File: src/rtl/ahb_mem_slave_param.sv
// AHB-Lite leaf memory slave: parametrised width/depth, programmable wait states,
// INCR/WRAPx/INCRx burst address tracking and two-cycle ERROR responses.
module ahb_mem_slave_param #(
  parameter int unsigned DATA_WIDTH  = 32,
  parameter int unsigned ADDR_WIDTH  = 32,
  parameter int unsigned OFFSET_BITS = 6,
  parameter int unsigned SLAVE_ID    = 2,
  parameter int unsigned WAIT_STATES = 0,
  parameter int unsigned RO_WORDS    = 1
) (
  input  logic                    h_clk,
  input  logic                    h_resetn,
  input  logic [ADDR_WIDTH-1:0]   h_addr,
  input  logic [2:0]              h_burst,
  input  logic [2:0]              h_size,
  input  logic [1:0]              h_trans,
  input  logic [DATA_WIDTH-1:0]   h_wdata,
  input  logic [DATA_WIDTH/8-1:0] h_wstrb,
  input  logic                    h_write,
  output logic [DATA_WIDTH-1:0]   h_rdata,
  output logic                    h_ready,
  output logic                    h_resp
);
  localparam int unsigned BPW    = DATA_WIDTH / 8;
  localparam int unsigned LB     = $clog2(BPW);
  localparam int unsigned NWORDS = (2 ** OFFSET_BITS) / BPW;
  localparam int unsigned WW     = OFFSET_BITS - LB;
  localparam int unsigned HW     = ADDR_WIDTH - OFFSET_BITS;
  localparam logic [HW-1:0] SID      = HW'(SLAVE_ID);
  localparam logic [WW-1:0] RO_FIRST = WW'(NWORDS - RO_WORDS);
  localparam logic [2:0]    MAX_SIZE = 3'(LB);

  typedef enum logic [2:0] {S_IDLE, S_WAIT, S_DATA, S_ERR1, S_ERR2} state_t;
  state_t state, state_nx;

  logic [OFFSET_BITS-1:0] addr_q;
  logic [2:0]             size_q;
  logic                   wr_q;
  logic [2:0]             wcnt;
  logic                   burst_act, burst_wrap, burst_fixed;
  logic [4:0]             beats_left;
  logic [ADDR_WIDTH-1:0]  burst_mask, exp_addr;
  logic [DATA_WIDTH-1:0]  mem [NWORDS];

  logic                  accept, is_seq, err, cur_wrap;
  logic [LB-1:0]         align_mask;
  logic [WW-1:0]         a_word;
  logic [ADDR_WIDTH-1:0] inc, new_mask, cur_mask, nxt_addr;
  logic [BPW-1:0]        lane;

  always_comb begin
    accept = ((state == S_IDLE) || (state == S_DATA)) && h_trans[1];
    is_seq = h_trans[0];
    a_word = h_addr[OFFSET_BITS-1:LB];
    align_mask = '0;
    for (int unsigned i = 0; i < LB; i++) align_mask[i] = (i < 32'(h_size));
    err = 1'b0;
    if (h_addr[ADDR_WIDTH-1:OFFSET_BITS] != SID)                  err = 1'b1;
    else if (h_size > MAX_SIZE)                                   err = 1'b1;
    else if (|(h_addr[LB-1:0] & align_mask))                      err = 1'b1;
    else if (is_seq && (!burst_act || (h_addr != exp_addr)))      err = 1'b1;
    else if (is_seq && burst_fixed && (beats_left == '0))         err = 1'b1;
    else if (h_write && (RO_WORDS != 0) && (a_word >= RO_FIRST))  err = 1'b1;
    // Wrap window is beats x transfer size; beats = 2 << h_burst[2:1] gives 4/8/16.
    inc      = ADDR_WIDTH'(1) << h_size;
    new_mask = ((ADDR_WIDTH'(2) << h_burst[2:1]) << h_size) - ADDR_WIDTH'(1);
    cur_wrap = is_seq ? burst_wrap : ((h_burst != 3'b000) && !h_burst[0]);
    cur_mask = is_seq ? burst_mask : new_mask;
    nxt_addr = cur_wrap ? ((h_addr & ~cur_mask) | ((h_addr + inc) & cur_mask))
                        : (h_addr + inc);
  end

  always_comb begin
    state_nx = state;
    case (state)
      S_IDLE, S_DATA: begin
        if (!accept)                state_nx = S_IDLE;
        else if (err)               state_nx = S_ERR1;
        else if (WAIT_STATES > 0)   state_nx = S_WAIT;
        else                        state_nx = S_DATA;
      end
      S_WAIT:  if (wcnt == 3'd1) state_nx = S_DATA;
      S_ERR1:  state_nx = S_ERR2;
      S_ERR2:  state_nx = S_IDLE;
      default: state_nx = S_IDLE;
    endcase
    h_ready = !((state == S_WAIT) || (state == S_ERR1));
    h_resp  = (state == S_ERR1) || (state == S_ERR2);
    h_rdata = (state == S_DATA) ? mem[addr_q[OFFSET_BITS-1:LB]] : '0;
  end

  always_ff @(posedge h_clk or negedge h_resetn) begin
    if (!h_resetn) begin
      state       <= S_IDLE;
      wcnt        <= '0;
      addr_q      <= '0;
      size_q      <= '0;
      wr_q        <= 1'b0;
      burst_act   <= 1'b0;
      burst_wrap  <= 1'b0;
      burst_fixed <= 1'b0;
      beats_left  <= '0;
      burst_mask  <= '0;
      exp_addr    <= '0;
    end else begin
      state <= state_nx;
      if (state == S_WAIT) wcnt <= wcnt - 3'd1;
      if (accept) begin
        addr_q <= h_addr[OFFSET_BITS-1:0];
        size_q <= h_size;
        wr_q   <= h_write;
        wcnt   <= 3'(WAIT_STATES);
      end
      if (state == S_ERR2) begin
        burst_act <= 1'b0;
      end else if (accept && !err) begin
        exp_addr <= nxt_addr;
        if (!is_seq) begin
          burst_act   <= (h_burst != 3'b000);
          burst_wrap  <= cur_wrap;
          burst_fixed <= (h_burst != 3'b001);
          beats_left  <= (5'd2 << h_burst[2:1]) - 5'd1;
          burst_mask  <= new_mask;
        end else if (burst_fixed) begin
          beats_left <= beats_left - 5'd1;
        end
      end
    end
  end

  always_comb begin
    lane = '0;
    for (int unsigned b = 0; b < BPW; b++)
      lane[b] = (b >= 32'(addr_q[LB-1:0])) &&
                (b < 32'(addr_q[LB-1:0]) + (32'd1 << size_q));
  end

  // Commit happens on the edge that ends DATA; an async reset drops state first.
  always_ff @(posedge h_clk) begin
    if ((state == S_DATA) && wr_q)
      for (int unsigned b = 0; b < BPW; b++)
        if (h_wstrb[b] && lane[b])
          mem[addr_q[OFFSET_BITS-1:LB]][8*b +: 8] <= h_wdata[8*b +: 8];
  end
endmodule

File: config.mk
export PLATFORM = sky130hd
export DESIGN_NAME = ahb_mem_slave_param
export DESIGN_NICKNAME = d
export VERILOG_FILES = /design/src/rtl/ahb_mem_slave_param.sv
export SDC_FILE = /design/constraint.sdc
export NUM_CORES = 1
export LEC_CHECK = 0
export BUFFER_PORTS_ARGS = -buffer_cell sky130_fd_sc_hd__buf_2
export CAP_MARGIN = 20
export CORE_ASPECT_RATIO = 0.9
export CORE_MARGIN = 2
export CORE_UTILIZATION = 50
export CTS_CLUSTER_SIZE = 30
export DETAILED_ROUTE_END_ITERATION = 16
export PLACE_DENSITY = 0.7
export SLEW_MARGIN = 30
export SYNTH_ARGS = -nofsm -noshare
export SYNTH_HDL_FRONTEND = slang
export SYNTH_SLANG_ARGS = --single-unit
File: constraint.sdc
create_clock -name h_clk -period 3.1 [get_ports h_clk]
set_input_delay 0 -clock h_clk [delete_from_list [all_inputs] [get_ports h_clk]]
set_output_delay 0 -clock h_clk [all_outputs]
set_load 0.05 [all_outputs]
# --- Yosys cells after proc, flatten, opt, wreduce, memory -nomap -nowiden ---
# Memories as Yosys holds them, arrays and structs flattened.
# Index checks and enable logic that the tools add are counted.
word_totals:
  ff_bits: 88
  mem_bits_rw: 512
  input_bits: 79
  out_inout_bits: 34
  elab_cells: 119
  mem_count: 1
classes:
  add_sub_neg: 6
  n_lt_le_gt_ge: 11
  eq_ne: 11
  n_shift: 5
  n_mux: 33
  n_bitwise: 7
  reduce_logical: 34
memory_table:
  columns: ["memory", "depth", "width", "read_ports", "rd_ports_with_merged_regs", "wr", "line_no", "rtl"]
  rows:
  - ["mem", 16, 32, 1, 0, 1, "43", "logic [DATA_WIDTH-1:0] mem [NWORDS];"]
ops:
  columns: ["operator", "n"]
  rows:
  - ["$mux 32", 3]
  - ["$and 32x32->32", 2]
  - ["$lt 1x32->1 const A", 2]
  - ["$lt 2x32->1 const A", 2]
  - ["$shl 1x3->32 const A", 2]
  - ["$add 2x32->32", 1]
  - ["$add 32x32->32", 1]
  - ["$ne 32x32->1", 1]
  - ["$not 32->32", 1]
  - ["$or 32x32->32", 1]
  - ["$shl 2x2->32 const A", 1]
  - ["$shl 32x3->32", 1]
  - ["$sub 32x2->32 const B", 1]
  - ["$ne 26x2->1 const B", 1]
  - ["$mux 1", 23]
  - ["$logic_and 1x1->1", 15]
  - ["$mux 5", 2]
  - ["$sub 5x1->5 const B", 2]
  - ["$mux 3", 3]
  - ["$pmux 3 s3", 1]
  - ["$eq 3x1->1 const B", 2]
  - ["$eq 3x2->1 const B", 2]
  - ["$lt 1x3->1 const A", 2]
  - ["$reduce_and 3->1", 2]
  - ["21 further kinds", 33]

# --- Logic depth before layout (Yosys ltp) ---
logic_depth:
  word_depth: 12
  depth_mapped: 13

# --- Worst setup path before layout ---
# No wires, ideal clock.
synth_timing:
  kind: "reg2reg"
  startpoint: "register size_q[1]"
  endpoint: "memory mem[10][16], enable pin"
  setup_ps: 285
  arrival_ps: 2702
  required_ps: 2815
  path_slack_ps: 113
  path_stages_with_launch: 13
  path_cell_list: "dfrtp_1 -> nor3_1 -> ha_1 -> inv_1 -> fa_1 -> or4b_1 -> a21oi_1 -> o21bai_1 -> a21oi_1 -> or2_2 -> clkbuf_1 -> clkbuf_1 -> nor2_1"
synth_between:
  elab_chain_cells: 8
synth_rtl:
  columns: ["element", "line_no", "rtl"]
  rows:
  - ["start: declaration", "37", "logic [2:0] size_q;"]
  - ["start signal: assignment", "110", "size_q <= h_size;"]
  - ["$shl 1x3->32", "135", "(b < 32'(addr_q[LB-1:0]) + (32'd1 << size_q));"]
  - ["$add 2x32->32", "135", null]
  - ["$lt 2x32->1", "135", null]
  - ["$logic_and 1x1->1", "134", "lane[b] = (b >= 32'(addr_q[LB-1:0])) &&"]
  - ["$logic_and 1x1->1", "142", "if (h_wstrb[b] && lane[b])"]
  - ["$mux 1", "142", null]
  - ["$mux 1", "140", "if ((state == S_DATA) && wr_q)"]
  - ["$mux 1 (not written as such)", "143", "mem[addr_q[OFFSET_BITS-1:LB]][8*b +: 8] <= h_wdata[8*b +: 8];"]
  - ["end: declaration", "43", null]
# Every way passes these cells.

# --- Worst setup path after layout ---
layout_timing:
  startpoint: "register size_q[2]"
  endpoint: "memory mem[3][11], enable pin"
layout_between:
  elab_chain_cells: 8
layout_rtl:
  columns: ["element", "line_no"]
  rows:
  - ["$shl 1x3->32", "135"]
  - ["$add 2x32->32", "135"]
  - ["$lt 1x32->1", "135"]
  - ["$logic_and 1x1->1", "134"]
  - ["$logic_and 1x1->1", "142"]
  - ["$mux 1", "142"]
  - ["$mux 1", "140"]
  - ["$mux 1 (not written as such)", "143"]
# Every way passes these cells.

==> flow_summary.yaml <==
status:
  outcome: "finished with violations"
  violations: "negative setup slack"
drt:
  drt-met1-wl_um: 23990
  routed.top_layer: "met4"
  via_per_inst: 5.947
  wl_met2_um: 26720
  route.met3.wl_um: 4809
  routed_wl_um: 56800
  vias: 13050
  drc_errors: 0
  wl_per_cell_um: 25.89
  ant_nets: 0
  drt_iter0_markers: 1364
  dr.pass1.iters: 5
sta:
  rsz0062_at_grt: "true"
  post-route-period-util_pct: 101.2
  slew_violations: 0
  worst_pin_slew_ns: 0.8482
  max_freq_ghz: 0.3188
  post-route-worst-setup-slack_ns: -0.03634
  final_hold_viol_count: 0
  relSlewSlack_pct: 43.45
  tns_ns: -1.645
  setup_viol_count_final: 56
  period_minus_slack_ns: 3.136
  fin_skew_ns: 0.01865
floorplanning:
  num_rows: 76
  die_w_um: 234.8
  start_util_pct: 50.32
  die_area_um2: 49720
  io_pins: 113
  die_h_um: 211.7
  coreArea_um2: 47640
final_layout:
  drive_gt1_share_pct: 29.91
  syn_to_final_growth_pct: 17.53
  finalNonFillerCells: 2194
  nets: 1618
  fin_util_pct: 59.14
synthesis:
  synth_compound_area_share_pct: 2.416
  synth_top_flop_cell: "edfxtp_1"
  synth.area.top_cells: "edfxtp_1 64%, mux4_2 15%, dfrtp_1 6.8%"
  async_flop_share_pct: 11.27
  yosysTopAreaCellShare_pct: 64.13
  synth.avg_cell_area_um2: 18.30
  yosys-mux-area-fraction_pct: 16.10
  synth-edff-count: 512
  ys_ff_latch: 577
  synth_top_family_by_area: "multiplexers"
  yosys_warnings: 0
  synth_simple_gate_area_share_pct: 6.659
  synth_area_um2: 23970
  ys_seq_area_share_pct: 70.91
  synth_cells: 1310
  synth_nets: 1405
  yosys.area_share.adder_pct: 0.8977
  synth_xor_area_share_pct: 1.498
  ys_types: 68
  yosysTopAreaCell: "edfxtp_1"
cts:
  numCtsBuffers: 55
  clock_path_buffers: 3
  clock_latency_ns: 0.61
  htreeDepth: 2
  ctsRootBufferMaster: "clkbuf_16"
  clkTransAtPathRegs_ns: 0.06
  numClockSinks: 577
  cts_tree: "built"
placed_design:
  io_buffers: 112
  place_congestion: 0.8359
  dp_hpwl_um: 36640
  place_ws_ns: 0.007623
  dp.cells: 2023
global_routing:
  grt_max_degree: 66
  overflow: 0
  grt_pass1_wl_um: 85490
  first_global_vias: 13050
  grt_usage_pct: 23.10
  antenna_found_initial: 1
worst_hold_path:
  hold_path.class: "in2reg"
worst_setup_path:
  worstPathMaxFanout: 8
  worst_ep_required_time_ns: 3.39
  worst_setup_path_end_kind: "flip-flop"
  cp-start-kind: "flip-flop"
  critPathArrivalTime_ns: 3.43
  worstSetupPathType: "reg2reg"
power_and_ir_drop:
  powerDensity_nw_per_um2: 764.0
  peakVddDrop_mv: 0.7125
  cellLeakagePower_nw: 9.641
run:
  cap_violations: 0
[layout by cell type, fill, tap and decap left out, drive strengths merged, types with 4 or more instances in the layout]
master         n
clkbuf        69
o21ai         18
and3           7
o31ai          4
bufinv        10
mux2          16
nand2b         7
nand4         13
mux2i          6
dlygate4sd3   65
xnor2         30
clkinvlp       4
a21oi         15
dfrtp         65
nor2b         32
mux4         160
nor2          98
and2          38
inv           20
ha            14
or3            7
o21a           4
xor2          11
clkinv        18
or2            4
nand3         16
nor4           9
nor3          11
edfxtp       512
buf          163
nand2         68
[power by group]
group          internal [W]  switching [W]  leakage [nW]
clock               0.00418        0.00288         0.923
combinational       0.00260        0.00301          3.24
sequential          0.00860       0.000248          5.47
[routing by layer]
| layer | up-vias | track usage, % |
|---|---|---|
| met5 | - | 0 |
| met4 | 0 | 6.024 |
| met3 | 93 | 3.860 |
| met2 | 627 | 35.92 |
| met1 | 6692 | 34.40 |
| li1 | 5635 | - |
[critical path, cell delays in order, from the launching register on]
cell,delay (ns)
dfrtp_1,0.42
nor3_2,0.21
ha_2,0.23
inv_1,0.07
fa_1,0.38
or4b_1,0.51
a21oi_2,0.14
o21bai_2,0.11
o211ai_1,0.19
buf_4,0.21
clkbuf_16,0.19
nor2_1,0.16
[cells by family (layout without fill, tap and decap cells)]
| group | Yosys count | after routing |
|---|---|---|
| AO/OA/AOI/OAI | 81 | 81 |
| XOR/XNOR | 41 | 41 |
| adder cells (fa/ha/maj) | 16 | 16 |
| buffers and inverters | 91 | 349 |
| flip-flops | 577 | 577 |
| multiplexers | 182 | 182 |
| other | 0 | 2 |
| AND/OR/NAND/NOR | 322 | 322 |
[per-stage QoR]
step / power, W / area (µm²) / hold WS, ns
floorplan: 0.01281 / 23970 / -0.2956
global placement: 0.01439 / 25490 / 0.2340
detailed placement: 0.01444 / 25490 / 0.2450
CTS: 0.02163 / 28060 / 0.001609
global route: 0.02231 / 28170 / 0.04848
finish: 0.02153 / 28180 / 0.02208
[Yosys cell counts (12+ instances only)]
| cell type | count |
|---|---|
| dfrtp_1 | 65 |
| mux2_2 | 12 |
| and2_1 | 38 |
| nor2_1 | 98 |
| inv_1 | 18 |
| mux4_2 | 160 |
| clkbuf_1 | 54 |
| xnor2_1 | 30 |
| edfxtp_1 | 512 |
| nand4_1 | 13 |
| a21oi_1 | 15 |
| o21ai_0 | 17 |
| nand2_1 | 68 |
| ha_1 | 14 |
| nor2b_1 | 32 |
| nand3_1 | 16 |
[cell type report]
class,instances,area (µm²)
Antenna cell,2,5.005
Clock buffer,68,1456
Clock inverter,34,450.4
Fill cell,3450,19460
Inverter,18,67.56
Multi-Input combinational cell,642,6688
Sequential cell,577,17010
Tap cell,624,780.7
Timing Repair Buffer,229,1717
[repair_timing]
action	in CTS	in global routing
pin swaps	0	3
endpoints found under the setup margin	16	385
buffers inserted	0	1
resized for setup	2	34
gates cloned	0	1
endpoints found under the hold margin	605	0
hold buffers	65	0
[final timing paths]
path,slack [ns],cells past startpoint,from,to
max,-0.04,11,size_q[2],mem[3][11]
min,0.02,6,h_addr[28],beats_left[0]
max reg2reg,-0.04,11,size_q[2],mem[3][11]
min reg2reg,0.48,2,burst_wrap,burst_wrap
max in group asynchronous,2.35,3,h_resetn,addr_q[2]
min in group asynchronous,0.10,3,h_resetn,exp_addr[11]
[registers in the layout, summed over array words and instances, names as in the netlist]
name	cells
burst_act	1
wcnt	3
beats_left	5
mem	512
addr_q	6
exp_addr	32
size_q	3
burst_mask	9
state	3
burst_fixed	1
wr_q	1
burst_wrap	1
(Power assumes the default switching activity.)
